`config.mk`:
```
export PLATFORM = sky130hd
export DESIGN_NAME = program_loader
export DESIGN_NICKNAME = d
export VERILOG_FILES = /design/src/rtl/loader_pkg.sv /design/src/rtl/word_assembler.sv /design/src/rtl/program_loader.sv
export SDC_FILE = /design/constraint.sdc
export NUM_CORES = 1
export LEC_CHECK = 0
export ABC_AREA = 1
export CAP_MARGIN = 20
export CORE_AREA = 2 2 122 136
export CTS_CLUSTER_DIAMETER = 50
export CTS_CLUSTER_SIZE = 12
export DETAILED_ROUTE_END_ITERATION = 10
export DIE_AREA = 0 0 124 138
export GPL_TIMING_DRIVEN = 0
export PLACE_DENSITY = 0.78
export SLEW_MARGIN = 20
export SYNTH_ARGS = -nofsm -noshare
export SYNTH_HDL_FRONTEND = slang
export SYNTH_SLANG_ARGS = --single-unit
```
`constraint.sdc`:
```
create_clock -name clk -period 2.09 [get_ports clk]
set_clock_uncertainty 0.2 [all_clocks]
set_input_delay 0.627 -clock clk [delete_from_list [all_inputs] [get_ports clk]]
set_output_delay 0.627 -clock clk [all_outputs]
set_load 0.005 [all_outputs]
```
`src/rtl/loader_pkg.sv`:
```
// Shared constants for the boot-time program loader: state encodings and stream geometry.
package loader_pkg;

  localparam int unsigned WORD_BYTES  = 4;
  localparam int unsigned ADDR_STRIDE = 4;
  localparam int unsigned LEN_W       = 16;

  localparam logic [2:0] IDLE   = 3'd0;
  localparam logic [2:0] LEN_HI = 3'd1;
  localparam logic [2:0] LEN_LO = 3'd2;
  localparam logic [2:0] DATA   = 3'd3;
  localparam logic [2:0] HOLD   = 3'd4;
  localparam logic [2:0] ERR    = 3'd5;
  localparam logic [2:0] DONE   = 3'd6;

endpackage

```
`src/rtl/word_assembler.sv`:
```
// Big-endian 8-to-32 assembler; word/word_valid are combinational so the
// consumer can register the completed word on the same edge as the 4th byte.
module word_assembler
  import loader_pkg::*;
(
  input  logic        clk,
  input  logic        rst,
  input  logic        clear,
  input  logic        byte_en,
  input  logic [7:0]  byte_data,
  output logic [31:0] word,
  output logic        word_valid
);

  localparam logic [1:0] LAST = 2'(WORD_BYTES - 1);

  logic [23:0] head;
  logic [1:0]  cnt;

  always_ff @(posedge clk or negedge rst) begin
    if (!rst) begin
      head <= '0;
      cnt  <= '0;
    end else if (clear) begin
      head <= '0;
      cnt  <= '0;
    end else if (byte_en) begin
      head <= {head[15:0], byte_data};
      cnt  <= cnt + 2'd1;
    end
  end

  assign word       = {head, byte_data};
  assign word_valid = byte_en && (cnt == LAST);

endmodule

```
`src/rtl/program_loader.sv`:
```
// Boot loader: length-prefixed byte stream -> cpu instruction-initialize writes,
// holding the cpu in reset until the last word has been held long enough.
module program_loader
  import loader_pkg::*;
#(
  parameter int unsigned MAX_WORDS   = 64,
  parameter int unsigned HOLD_CYCLES = 2
) (
  input  logic        clk,
  input  logic        rst,
  input  logic        start,
  input  logic        byte_valid,
  input  logic [7:0]  byte_data,
  output logic        byte_ready,
  output logic        initialize,
  output logic [31:0] instruction_initialize_data,
  output logic [31:0] instruction_initialize_address,
  output logic        cpu_rst,
  output logic        done,
  output logic        error,
  output logic [15:0] words_loaded
);

  localparam logic [LEN_W-1:0] MAX_LEN   = LEN_W'(MAX_WORDS);
  localparam logic [LEN_W-1:0] HOLD_LAST = LEN_W'(HOLD_CYCLES - 1);

  logic [2:0]       state, state_next;
  logic [7:0]       len_hi;
  logic [LEN_W-1:0] len, len_in, word_idx, hold_cnt;
  logic             xfer, rearm, word_valid;
  logic [31:0]      word;

  assign xfer   = byte_valid && byte_ready;
  assign len_in = {len_hi, byte_data};
  assign rearm  = start && (state == IDLE || state == DONE || state == ERR);

  word_assembler u_asm (
    .clk        (clk),
    .rst        (rst),
    .clear      (rearm),
    .byte_en    (xfer && state == DATA),
    .byte_data  (byte_data),
    .word       (word),
    .word_valid (word_valid)
  );

  always_comb begin
    state_next = state;
    case (state)
      IDLE, DONE, ERR: if (start) state_next = LEN_HI;
      LEN_HI:          if (xfer) state_next = LEN_LO;
      LEN_LO: begin
        if (xfer) state_next = (len_in == '0 || len_in > MAX_LEN) ? ERR : DATA;
      end
      DATA:            if (word_valid && (word_idx + 16'd1 == len)) state_next = HOLD;
      HOLD:            if (hold_cnt == HOLD_LAST) state_next = DONE;
      default:         state_next = IDLE;
    endcase
  end

  // Status outputs are registered from state_next so they line up with the new state.
  always_ff @(posedge clk or negedge rst) begin
    if (!rst) begin
      state                          <= IDLE;
      byte_ready                     <= 1'b0;
      initialize                     <= 1'b1;
      cpu_rst                        <= 1'b1;
      done                           <= 1'b0;
      error                          <= 1'b0;
      instruction_initialize_data    <= '0;
      instruction_initialize_address <= '0;
      words_loaded                   <= '0;
      len_hi                         <= '0;
      len                            <= '0;
      word_idx                       <= '0;
      hold_cnt                       <= '0;
    end else begin
      state      <= state_next;
      byte_ready <= (state_next == LEN_HI) || (state_next == LEN_LO) || (state_next == DATA);
      initialize <= (state_next != DONE);
      cpu_rst    <= (state_next != DONE);
      done       <= (state_next == DONE);
      error      <= (state_next == ERR);

      if (rearm) begin
        instruction_initialize_data    <= '0;
        instruction_initialize_address <= '0;
        words_loaded                   <= '0;
      end

      if (state == LEN_HI && xfer) len_hi <= byte_data;
      if (state == LEN_LO && xfer) begin
        len      <= len_in;
        word_idx <= '0;
      end

      if (word_valid) begin
        instruction_initialize_data    <= word;
        instruction_initialize_address <= 32'(word_idx) * 32'(ADDR_STRIDE);
        words_loaded                   <= word_idx + 16'd1;
        word_idx                       <= word_idx + 16'd1;
      end

      if (state == HOLD) hold_cnt <= hold_cnt + 16'd1;
      else               hold_cnt <= '0;
    end
  end

endmodule

```
# --- Word level (Yosys, flattened, before mapping) ---
# Cells that the tools add are included.
classes:
  reduce_logical: 18
  addsub: 3
  n_eq_ne: 15
  magnitude_cmp: 1
  n_mux: 19
op_table:
  columns: ["operator", "n"]
  rows:
  - ["$mux 32", 3]
  - ["$mux 16", 5]
  - ["$mux 24", 2]
  - ["$add 16x1->16 const B", 2]
  - ["$mux 3", 6]
  - ["$eq 16x1->1 const B", 1]
  - ["$eq 16x16->1", 1]
  - ["$gt 16x7->1 const B", 1]
  - ["$logic_not 16->1", 1]
  - ["$eq 3x3->1 const B", 5]
  - ["$pmux 3 s5", 1]
  - ["$eq 3x2->1 const B", 4]
  - ["$logic_and 1x1->1", 7]
  - ["$eq 3x1->1 const B", 2]
  - ["$reduce_bool 2->1", 3]
  - ["$logic_or 1x1->1", 5]
  - ["$mux 2", 2]
  - ["$logic_not 3->1", 1]
  - ["$ne 3x3->1 const B", 1]
  - ["$reduce_or 3->1", 1]
  - ["$add 2x1->2 const B", 1]
  - ["$eq 2x2->1 const B", 1]
totals:
  output_inout_bits: 85
  reg_bits: 169
  word_cells: 70
  in_bits: 12

# --- Longest topological paths before layout ---
# Gate-level depths: netlist of run 1.
depth:
  ltp_word: 9
  ltp_mapped: 16
  depth_no_buf: 16

# --- By module ---
# Synthesis of run 1 repeated with hierarchy kept, for this count alone.
unflattened:
  cells_unflattened: 868
  hier_area_um2: 7277.0
modules_own_cells:
  columns: ["module", "instances", "cells_each", "area_per_inst_um2", "seq_area_each_um2"]
  rows:
  - ["program_loader", 1, 743, 6012.0, 3179.3]
  - ["word_assembler", 1, 125, 1265.0, 650.6]

# --- Worst setup path after synthesis of run 1 ---
# Ideal clock, no wire load.
synth_path:
  kind: "flip-flop to flip-flop"
  startpoint: "reg word_idx[0]"
  endpoint: "reg done"
  path_stages_with_launch: 14
  n_path_buf: 0
  required_time_ns: 1.778
  path_slack_ns: 0.033
  arrival_ns: 1.745
  period_less_slack_ns: 2.057
  setup_ns: 0.112
  cell_sequence: "dfrtp_1 > ha_1 > or2_2 > nand2_1 > xor2_1 > nand3_1 > nor2_1 > nand2_1 > nor2_2 > nand2_2 > nand2_2 > nand2_2 > nand2_2 > inv_2"
synth_via:
  elab_chain_len: 6
synth_lines:
  columns: ["element", "line", "text"]
  rows:
  - ["start: declaration", "program_loader.sv:29", "logic [LEN_W-1:0] len, len_in, word_idx, hold_cnt;"]
  - ["start signal: assignment", "program_loader.sv:101", "word_idx <= word_idx + 16'd1;"]
  - ["$add 16x1->16", "program_loader.sv:55", "DATA: if (word_valid && (word_idx + 16'd1 == len)) state_next = HOLD;"]
  - ["$eq 16x16->1", "program_loader.sv:55", null]
  - ["$logic_and 1x1->1", "program_loader.sv:55", null]
  - ["$mux 3", "program_loader.sv:55", null]
  - ["$pmux 3 s5", "program_loader.sv:49", "case (state)"]
  - ["net state_next[1]", "program_loader.sv:27", "logic [2:0] state, state_next;"]
  - ["$eq 3x3->1", "program_loader.sv:82", "done <= (state_next == DONE);"]
  - ["end signal: assignment", "program_loader.sv:82", null]
  - ["end: declaration", "program_loader.sv:19", "output logic done,"]
# The timed path passes the listed nets, and every way through them passes these cells.
# A chain may end at the register's enable or synchronous reset.

# --- Final worst setup path of run 1 ---
# Ends and elaborated chain as after synthesis.

==> results.yml, run 1 <==
cells_and_area:
  area_growth_pct: 28.95
  instances_no_fill: 1157
  regArea_um2: 3830
  drive_gt1_share_pct: 16.26
  fin_util_pct: 56.30
  nets: 956
  n_antenna_cell: 0
  multiInputGateArea_um2: 2706
  fillCellCount: 1388
  fin_area_um2: 8974
drt:
  routedWlPerCell_um: 15.52
  via_per_inst: 5.221
  drt.antenna.violating_nets: 0
  first_iter_violations: 338
  drtPass1Iterations: 5
  wirelength_um: 17960
  vias: 6041
  drc: 0
sta:
  final.min_clock_period_ps: 2215
  slew_viol_final: 0
  setup_ws_ps: -125.5
  relSlewSlack_pct: 65.34
  fmax_ghz: 0.4514
  final.setup.tns_ps: -467.3
  rsz0062_at_grt: "yes"
  worstMarginPinSlew_ps: 519.9
  period_share_pct: 106.0
  finalSetupViolCount: 6
  whs_ps: 290.4
  final_hold_viol_count: 0
global_route:
  grt_pass1_vias: 5791
  grt_use_total_pct: 21.52
  grt_overflow: 0
  grt_max_degree: 102
  grt_pass1_wl_um: 28600
  antenna_found_initial: 0
setup_path:
  cp_num_buf_inv: 2
  crit_fanout: 3
  crit_path_top_delay_cell: "dfrtp_1"
  crit_family: "simple AND/OR/NAND/NOR gates"
  cp-end-kind: "register"
  crit_top_cell: "nand2_2"
  critical_path_arrival_ps: 2340
  cpPeakStageDelay_ps: 390
  crit_chain: "ha_2 -> buf_4 -> or2_4 -> nand2_2 -> xor2_1 -> nand3_1 -> nor2_1 -> nand2_1 -> nor2_2 -> nand2_2 -> nand2_4 -> nand2_2 -> nand2_2 -> inv_2"
  crit_type: "register to register"
  startpoint_type: "register"
  crit_required_ps: 2220
logic_synthesis:
  yosys.area.top_type: "dfrtp_1"
  synth.distinct_cells: 41
  ys.flop_type: "dfrtp_1"
  syn-cell-area_um2: 6959
  yosysWarnings: 0
  ys_top_cells_by_area: "dfrtp_1, nand2_1, nand3_1"
  synth_edf_count: 0
  ys_ff_latch: 153
  synth-async-reset-ratio_pct: 100.0
  synth_top_area_share_pct: 54.66
  synth_area_per_cell_um2: 8.688
  ys_seq_area_share_pct: 55.03
  synthCells: 801
floorplan:
  rows: 49
  fp.dieW_um: 124
  die_area_um2: 17110
  dieHeight_um: 138
  io_pins: 97
  core_um2: 15940
  start_util_pct: 43.66
clock_tree:
  cts_tree: "yes"
  numCtsBuffers: 17
  clk_pin_slew_ps: 60
  htree_levels: 4
  clock_latency_ps: 430
  clk_path_buf_depth: 2
  cts.sinks: 153
  cts_root_buf: "clkbuf_16"
pwr:
  vdd_drop_max_uv: 544.2
  powerDensity_nw_per_um2: 1062
  power.leakage_nw: 4.925
placed_design:
  hpwl_um: 12180
  gp_congestion: 0.9075
  io_buffer_count: 80
  dp_cells: 1101
  post_dp_cell_area_um2: 8104
min_path:
  min_path_type: "register to register"
flow_run:
  max-cap-violations: 0
run_status:
  status: "finished with violations"
  failed_checks: "setup timing"
-- logic make-up (layout without fill, tap and decap cells) --
family,after synthesis,in the layout,share of synthesized area [%]
AO/OA/AOI/OAI,116,116,9.583
XOR/XNOR,8,8,1.402
adder cells (fa/ha/maj),4,4,0.7192
buffers and inverters,145,282,8.882
flip-flops,153,153,55.03
other,1,16,0.05389
AND/OR/NAND/NOR,374,374,24.33
-- flip-flops by register name (all words and copies together) (netlist names) --
signal / cells
byte_ready: 1
cpu_rst: 1
done: 1
error: 1
hold_cnt: 16
instruction_initialize_address: 16
instruction_initialize_data: 32
len: 16
len_hi: 8
state: 3
u_asm.cnt: 2
u_asm.head: 24
word_idx: 16
words_loaded: 16
-- report_power, final --
group / switching [mW] / internal, mW / leakage, nW
clock: 1.22 / 1.78 / 0.276
sequential: 0.527 / 3.50 / 2.07
combinational: 1.55 / 0.946 / 2.58
total: 3.30 / 6.23 / 4.93
-- what timing repair did --
item	in CTS	in global routing
resized for setup	97	51
pin swaps	10	17
setup endpoints to repair	181	120
hold buffers	1	0
endpoints found under the hold margin	52	0
buffers inserted	18	5
-- worst paths after layout --
path | start | end | slack [ps] | cells after the start
setup / recovery | word_idx[0]$_DFFE_PN0P_ | done$_DFF_PN0_ | -130 | 14
max in group asynchronous | rst | cpu_rst$_DFF_PN1_ | 370 | 3
setup reg to reg | word_idx[0]$_DFFE_PN0P_ | done$_DFF_PN0_ | -130 | 14
hold / removal | u_asm.head[19]$_DFFE_PN0P_ | instruction_initialize_data[27]$_DFFE_PN0P_ | 290 | 2
min in group asynchronous | rst | instruction_initialize_data[4]$_DFFE_PN0P_ | 500 | 2
hold reg to reg | u_asm.head[19]$_DFFE_PN0P_ | instruction_initialize_data[27]$_DFFE_PN0P_ | 290 | 2
-- placed cells by master, fill, tap and decap left out, types with 2 or more instances in the layout --
master           Yosys  layout
a21oi_1             13      11
a22oi_1             25      25
buf_2                8       6
buf_4               17      40
buf_6                0       4
bufinv_16            0       2
clkbuf_1            17       7
clkbuf_16            0      17
clkbuf_2             0      10
clkbuf_4             0       5
clkdlybuf4s50_1      0      11
clkinv_2             0       5
clkinvlp_4           0       4
conb_1               1      16
dfrtp_1            152     152
dlygate4sd2_1        0      66
ha_1                 4       2
ha_2                 0       2
inv_1               93      92
inv_2                4       5
nand2_1            183     169
nand2_2              6      18
nand2_4              1       3
nand3_1             99      95
nand3_2              2       6
nand3b_1             3       3
nand4_1             13      13
nor2_1              45      43
nor2_2               4       4
nor2_4               5       7
nor3_1               9       6
nor3_2               1       2
nor3_4               0       2
o21ai_0             68      66
o21ai_1              1       2
o21ai_2              1       2
o22ai_1              2       2
xnor3_1              2       2
xor2_1               5       5
-- worst reg2reg max path, stage by stage, from the launching register on --
cell	delay (ps)
dfrtp_1	390
ha_2	210
buf_4	130
or2_4	240
nand2_2	60
xor2_1	140
nand3_1	90
nor2_1	130
nand2_1	80
nor2_2	90
nand2_2	110
nand2_4	90
nand2_2	60
nand2_2	70
inv_2	30
-- cells in the mapped netlist, types with 2 or more instances --
library cell	instances
dfrtp_1	152
inv_1	93
nor3_1	9
inv_2	4
nand3b_1	3
xor2_1	5
buf_1	5
nand4_1	13
buf_2	8
buf_4	17
ha_1	4
a22oi_1	25
nand2_1	183
nor2_4	5
a21oi_1	13
nand3_2	2
nor2_2	4
nor2_1	45
nand3_1	99
clkbuf_1	17
o22ai_1	2
o21ai_0	68
xnor3_1	2
nand2_2	6
-- routing by layer --
layer,track usage (%),share of wire [%],vias to the layer above
li1,-,-,2861
met1,28.28,41,2929
met2,34.24,50,208
met3,4.290,5.9,43
met4,9.876,3.0,0
met5,0,0,-
-- final cells by class --
type                       instances  share of cell area [%]
sequential                       153                   42.68
multi-input combinational        518                   30.16
timing repair buffer             105                   10.37
clock buffer                      20                   4.978
inverter                          98                   4.141
buffer                            47                   3.430
tap                              204                   2.844
clock inverter                    12                   1.394
-- per-stage QoR --
| stage | total power, mW | setup slack, ps |
|---|---|---|
| floorplan | 5.546 | 33.27 |
| global placement | 6.176 | -5841 |
| detailed placement | 6.292 | -912.5 |
| CTS | 9.390 | -101.8 |
| global route | 10.06 | -272.6 |
| finish | 9.532 | -125.5 |
(Power assumes the default switching activity.)
==> run 2: changes to the inputs <==
--- a/config.mk
+++ b/config.mk
@@ -13,7 +13,8 @@
 export DETAILED_ROUTE_END_ITERATION = 10
 export DIE_AREA = 0 0 124 138
 export GPL_TIMING_DRIVEN = 0
-export PLACE_DENSITY = 0.78
+export PLACE_DENSITY = 0.76
+export SETUP_SLACK_MARGIN = 0.3
 export SLEW_MARGIN = 20
 export SYNTH_ARGS = -nofsm -noshare
 export SYNTH_HDL_FRONTEND = slang
==> constraint.sdc (replaced) <==
create_clock -name clk -period 2.7 [get_ports clk]
set_clock_uncertainty 0.2 [all_clocks]
set_input_delay 0.81 -clock clk [delete_from_list [all_inputs] [get_ports clk]]
set_output_delay 0.81 -clock clk [all_outputs]
set_load 0.005 [all_outputs]
==> run 2 against run 1 <==
  * Critical path type is now register to output pin
  * First-iteration DRC count decreased by 0.30%
  * Critical path depth decreased by 13
  * Non-clock buffer count decreased by 18
  * Worst setup slack improved by 470 ps
  * Clock-buffer cell count decreased by 1
  * Register-to-register slack improved by 560 ps
  * The run now ends clean
  * Combinational power decreased by 27%
  * Critical endpoint is now instruction_initialize_data[10]
==> results.yml, run 2 (synthesized netlist as in run 1, its figures left out) <==
pwr:
  power.leakage_nw: 4.429
  powerDensity_nw_per_um2: 823.8
  vdd_drop_max_uv: 381.2
floorplan:
  io_pins: 97
  fp.dieW_um: 124
  core_um2: 15940
  die_area_um2: 17110
  start_util_pct: 43.66
  dieHeight_um: 138
  rows: 49
setup_path:
  startpoint_type: "register"
  cp-end-kind: "output pin"
  crit_type: "register to output pin"
  crit_start: "instruction_initialize_data[10]$_DFFE_PN0P_"
  crit_fanout: 2
  crit_family: "buffers and inverters"
  crit_required_ps: 1690
  crit_path_top_delay_cell: "clkdlybuf4s50_1"
  cpPeakStageDelay_ps: 520
  crit_chain: "clkdlybuf4s50_1"
  critical_path_arrival_ps: 1350
  reg2reg_from: "word_idx[0]$_DFFE_PN0P_"
  cp_num_buf_inv: 1
placed_design:
  gp_congestion: 0.8981
  dp_cells: 1101
  io_buffer_count: 80
  post-place-ws_ps: -400.4
  hpwl_um: 12190
sta:
  fmax_ghz: 0.4239
  whs_ps: 89.41
  final_hold_viol_count: 0
  final.setup.tns_ps: 0
  finalSetupViolCount: 0
  relSlewSlack_pct: 55.81
  final.min_clock_period_ps: 2359
  period_share_pct: 87.38
  worstMarginPinSlew_ps: 662.9
  setup_ws_ps: 340.7
  slew_viol_final: 0
  rsz0062_at_grt: "yes"
clock_tree:
  clock_latency_ps: 430
  numCtsBuffers: 17
  clk_path_buf_depth: 2
  cts.sinks: 153
  htree_levels: 4
  cts_tree: "yes"
  clk_pin_slew_ps: 60
  cts_root_buf: "clkbuf_16"
drt:
  drc: 0
  drt.antenna.violating_nets: 0
  vias: 5933
  first_iter_violations: 337
  via_per_inst: 5.214
  routedWlPerCell_um: 14.95
  wirelength_um: 17020
  drtPass1Iterations: 8
global_route:
  grt_overflow: 0
  grt_max_degree: 103
  grt_pass1_vias: 5682
  grt_use_total_pct: 20.77
  antenna_found_initial: 0
  grt_pass1_wl_um: 27670
flow_run:
  max-cap-violations: 0
cells_and_area:
  area_growth_pct: 25.98
  reg_top3: "instruction_initialize_data: 32 flops, u_asm.head: 24 flops"
  top_register: "instruction_initialize_data"
  layout.cells.most_common: "nand2_1"
  drive_gt1_share_pct: 10.92
  most-common-layout-cells: "nand2_1, dfrtp_1, nand3_1"
  fillCellCount: 1437
  fin_util_pct: 55.00
  largest_register_ffs: 32
  n_antenna_cell: 0
  instances_no_fill: 1138
  nets: 938
min_path:
  min_path_type: "input pin to asynchronous set/reset pin"
run_status:
  status: "finished clean"
run 2: layout make-up:
cell class	count	area, um^2	area share, %
Clock inverter	12	127.6	1.456
Clock buffer	19	442.9	5.052
Multi-Input combinational cell	518	2604	29.70
Timing Repair Buffer	87	878.3	10.02
Tap cell	204	255.2	2.911
Inverter	98	367.9	4.196
Buffer	47	260.3	2.968
Sequential cell	153	3831	43.70
run 2: through the flow:
stage	total power [mW]	cell area (um^2)
after floorplan	4.293	7015
after global placement	4.782	8071
after detailed placement	4.846	8104
after CTS	7.162	8688
after global routing	7.651	8767
final	7.223	8767
run 2: worst paths after layout:
check | end | slack, ps | depth (start not counted)
max in group asynchronous | cpu_rst$_DFF_PN1_ | 1400 | 2
worst min-delay path | word_idx[15]$_DFFE_PN0P_ | 90 | 1
min in group clk | hold_cnt[0]$_DFF_PN0_ | 290 | 1
worst min register to register | hold_cnt[0]$_DFF_PN0_ | 290 | 1
worst max-delay path | instruction_initialize_data[10] | 340 | 1
worst max register to register | done$_DFF_PN0_ | 430 | 14
run 2: repair_timing:
| action | in CTS | in global routing |
|---|---|---|
| gates resized for setup | 7 | 16 |
| setup endpoints to repair | 86 | 100 |
| pin swaps | 1 | 9 |
| hold buffers | 0 | 0 |
| setup buffers | 1 | 5 |
| cloned | 0 | 0 |
run 2: layer usage:
layer	share of wire, %	track usage [%]	vias to the layer above
met5	0	0	-
met4	3.5	10.47	0
met3	6.7	5.528	47
met2	48	32.42	206
met1	41	26.54	2855
li1	-	-	2825
run 2: power by group:
| part | switching [mW] | internal, mW | leakage, nW |
|---|---|---|---|
| registers | 0.391 | 2.71 | 2.07 |
| clock network | 0.928 | 1.37 | 0.271 |
| logic | 1.14 | 0.682 | 2.09 |
| total | 2.45 | 4.77 | 4.43 |
==> run 3: changes to the inputs <==
--- a/config.mk
+++ b/config.mk
@@ -7,15 +7,16 @@
 export LEC_CHECK = 0
 export ABC_AREA = 1
 export CAP_MARGIN = 20
-export CORE_AREA = 2 2 122 136
+export CORE_AREA = 2 2 125 139
 export CTS_CLUSTER_DIAMETER = 50
 export CTS_CLUSTER_SIZE = 12
 export DETAILED_ROUTE_END_ITERATION = 10
-export DIE_AREA = 0 0 124 138
+export DIE_AREA = 0 0 127 141
 export GPL_TIMING_DRIVEN = 0
-export PLACE_DENSITY = 0.76
+export PLACE_DENSITY = 0.75
 export SETUP_SLACK_MARGIN = 0.3
 export SLEW_MARGIN = 20
 export SYNTH_ARGS = -nofsm -noshare
 export SYNTH_HDL_FRONTEND = slang
+export SYNTH_HIERARCHICAL = 1
 export SYNTH_SLANG_ARGS = --single-unit
==> run 3 against run 2 <==
  * Clock-buffer cell count unchanged
  * Worst setup slack got worse by 110 ps
  * Flip-flop and latch count unchanged
  * Register-to-register slack got worse by 160 ps
  * Die area increased by 4.6%
  * Largest cell class unchanged
==> results.yml, run 3 <==
setup_path:
  crit_path_top_delay_cell: "nor3_4"
  cp_num_buf_inv: 6
  crit_type: "input pin to register"
  crit_family: "simple AND/OR/NAND/NOR gates"
  crit_required_ps: 2830
  crit_fanout: 4
  startpoint_type: "input pin"
  crit_chain: "buf_8 -> nand2_8 -> nor3_4 -> buf_6 -> buf_8 -> nand2_4 -> inv_6 -> inv_8 -> o21ai_4 -> nand3_2 -> nor2_2 -> nand4_1 -> nor2_2 -> nand3_2 -> nand2_2 -> nand3_1 -> nand2_2 -> inv_2"
  critical_path_arrival_ps: 2590
  cp-end-kind: "register"
  cpPeakStageDelay_ps: 180
cells_and_area:
  instances_no_fill: 1219
  area_growth_pct: 27.27
  reg_top3: "instruction_initialize_data: 32 flops, u_asm/head: 24 flops"
  drive_gt1_share_pct: 15.83
  fin_area_um2: 9261
  nets: 1014
  n_antenna_cell: 0
  most-common-layout-cells: "nand2_1, dfrtp_1, inv_1"
  fin_util_pct: 55.65
  largest_register_ffs: 32
  top_register: "instruction_initialize_data"
  layout.cells.most_common: "nand2_1"
sta:
  worstMarginPinSlew_ps: 715.3
  setup_ws_ps: 234.1
  final_hold_viol_count: 0
  finalSetupViolCount: 0
  final.setup.tns_ps: 0
  period_share_pct: 91.33
  relSlewSlack_pct: 52.31
  rsz0062_at_grt: "yes"
  slew_viol_final: 0
  fmax_ghz: 0.4055
  final.min_clock_period_ps: 2466
logic_synthesis:
  ys_ff_latch: 153
  synth-async-reset-ratio_pct: 100.0
  synth_most_common_cell: "nand2_1"
  synth_area_per_cell_um2: 8.384
  synthCells: 868
  ys_top_cells_by_area: "dfrtp_1, nand2_1, inv_1"
  synth.distinct_cells: 38
  synth_top_area_share_pct: 52.27
  syn-cell-area_um2: 7277
  yosys.area.top_type: "dfrtp_1"
  ys.flop_type: "dfrtp_1"
  ys_seq_area_share_pct: 52.63
  yosysWarnings: 6
  synth_top_cells_by_count: "nand2_1, dfrtp_1, inv_1"
  synth_edf_count: 0
floorplan:
  start_util_pct: 43.73
  rows: 50
  die_area_um2: 17910
  io_pins: 97
  dieHeight_um: 141
  core_um2: 16640
  fp.dieW_um: 127
drt:
  met3WireLength_um: 864
  wirelength_um: 17530
  routed.top_layer: "met4"
  via_per_inst: 5.027
  wl_met2_um: 8845
  routedWlPerCell_um: 14.38
  first_iter_violations: 340
  drtPass1Iterations: 5
  wl_met1_um: 7527
  drc: 0
  vias: 6128
  drt.antenna.violating_nets: 0
placed_design:
  gp_congestion: 0.9214
  dp_cells: 1172
  io_buffer_count: 80
  hpwl_um: 11980
  post-place-ws_ps: -1020
  post_dp_cell_area_um2: 8474
clock_tree:
  clock_latency_ps: 430
  cts.sinks: 153
  cts_root_buf: "clkbuf_16"
  numCtsBuffers: 17
  cts_tree: "yes"
  clk_pin_slew_ps: 60
  clk_path_buf_depth: 2
  htree_levels: 4
run_status:
  status: "finished clean"
min_path:
  min_path_type: "input pin to asynchronous set/reset pin"
flow_run:
  max-cap-violations: 0
global_route:
  grt_pass1_vias: 5847
  antenna_found_initial: 0
  grt_overflow: 0
  grt_max_degree: 83
  grt_use_total_pct: 20.02
  grt_pass1_wl_um: 28460
pwr:
  powerDensity_nw_per_um2: 843.5
  power.leakage_nw: 4.321
  vdd_drop_max_uv: 544.4
==> run 3: area by class of cell <==
| cell class | count | area, um^2 |
|---|---|---|
| Fill cell | 1463 | 7380 |
| Sequential cell | 153 | 3832 |
| Multi-Input combinational cell | 543 | 2779 |
| Timing Repair Buffer | 96 | 950.9 |
| Inverter | 138 | 536.8 |
| Clock buffer | 19 | 442.9 |
| Buffer | 49 | 347.8 |
| Tap cell | 208 | 260.3 |
| Clock inverter | 13 | 111.4 |
==> run 3: final timing paths <==
kind | slack (ps) | cells past startpoint | from | end
worst max-delay path | 230 | 18 | byte_valid | byte_ready$_DFF_PN0_
worst min-delay path | 140 | 1 | rst | instruction_initialize_data[28]$_DFFE_PN0P_
worst max register to register | 270 | 17 | byte_ready$_DFF_PN0_ | byte_ready$_DFF_PN0_
worst min register to register | 270 | 2 | u_asm/head[17]$_DFFE_PN0P_ | u_asm/head[17]$_DFFE_PN0P_
max in group asynchronous | 1350 | 2 | rst | cpu_rst$_DFF_PN1_
min in group clk | 270 | 2 | u_asm/head[17]$_DFFE_PN0P_ | u_asm/head[17]$_DFFE_PN0P_
==> run 3: metal layers <==
layer  vias up  track usage [%]
met1      2924            24.99
li1       2997                -
met3        26            4.592
met5         -                0
met2       181            33.73
met4         0            8.097
==> run 3: what timing repair did <==
item                                   CTS  global route
setup buffers                            8             7
endpoints found under the hold margin    0             0
hold buffers                             0             0
resized for setup                       24            22
pin swaps                               14            15
gates cloned                             0             0
setup endpoints to repair               90            79
==> run 3: logic make-up (layout without fill, tap and decap cells) <==
| logic type | count (synthesis) | count (layout) | synth area share (%) |
|---|---|---|---|
| other cells | 1 | 16 | 0.05153 |
| buf+inv | 187 | 315 | 11.74 |
| flops | 153 | 153 | 52.63 |
| fa+ha+maj | 4 | 4 | 0.6878 |
| xor+xnor | 3 | 3 | 0.7565 |
| compound gates | 131 | 131 | 9.457 |
| simple gates | 389 | 389 | 24.67 |
==> run 3: per-stage QoR <==
step	total power [mW]	hold WS, ps
floorplan	4.622	242.2
global placement	5.241	255.9
detailed placement	5.310	259.5
CTS	7.646	161.5
global route	8.293	175.6
finish	7.812	139.5
==> run 3: power by group <==
group / total (mW) / switching (mW) / internal (mW)
Combinational: 2.43 / 1.49 / 0.943
Clock: 2.24 / 1.02 / 1.22
Sequential: 3.14 / 0.405 / 2.73
Total: 7.81 / 2.92 / 4.90
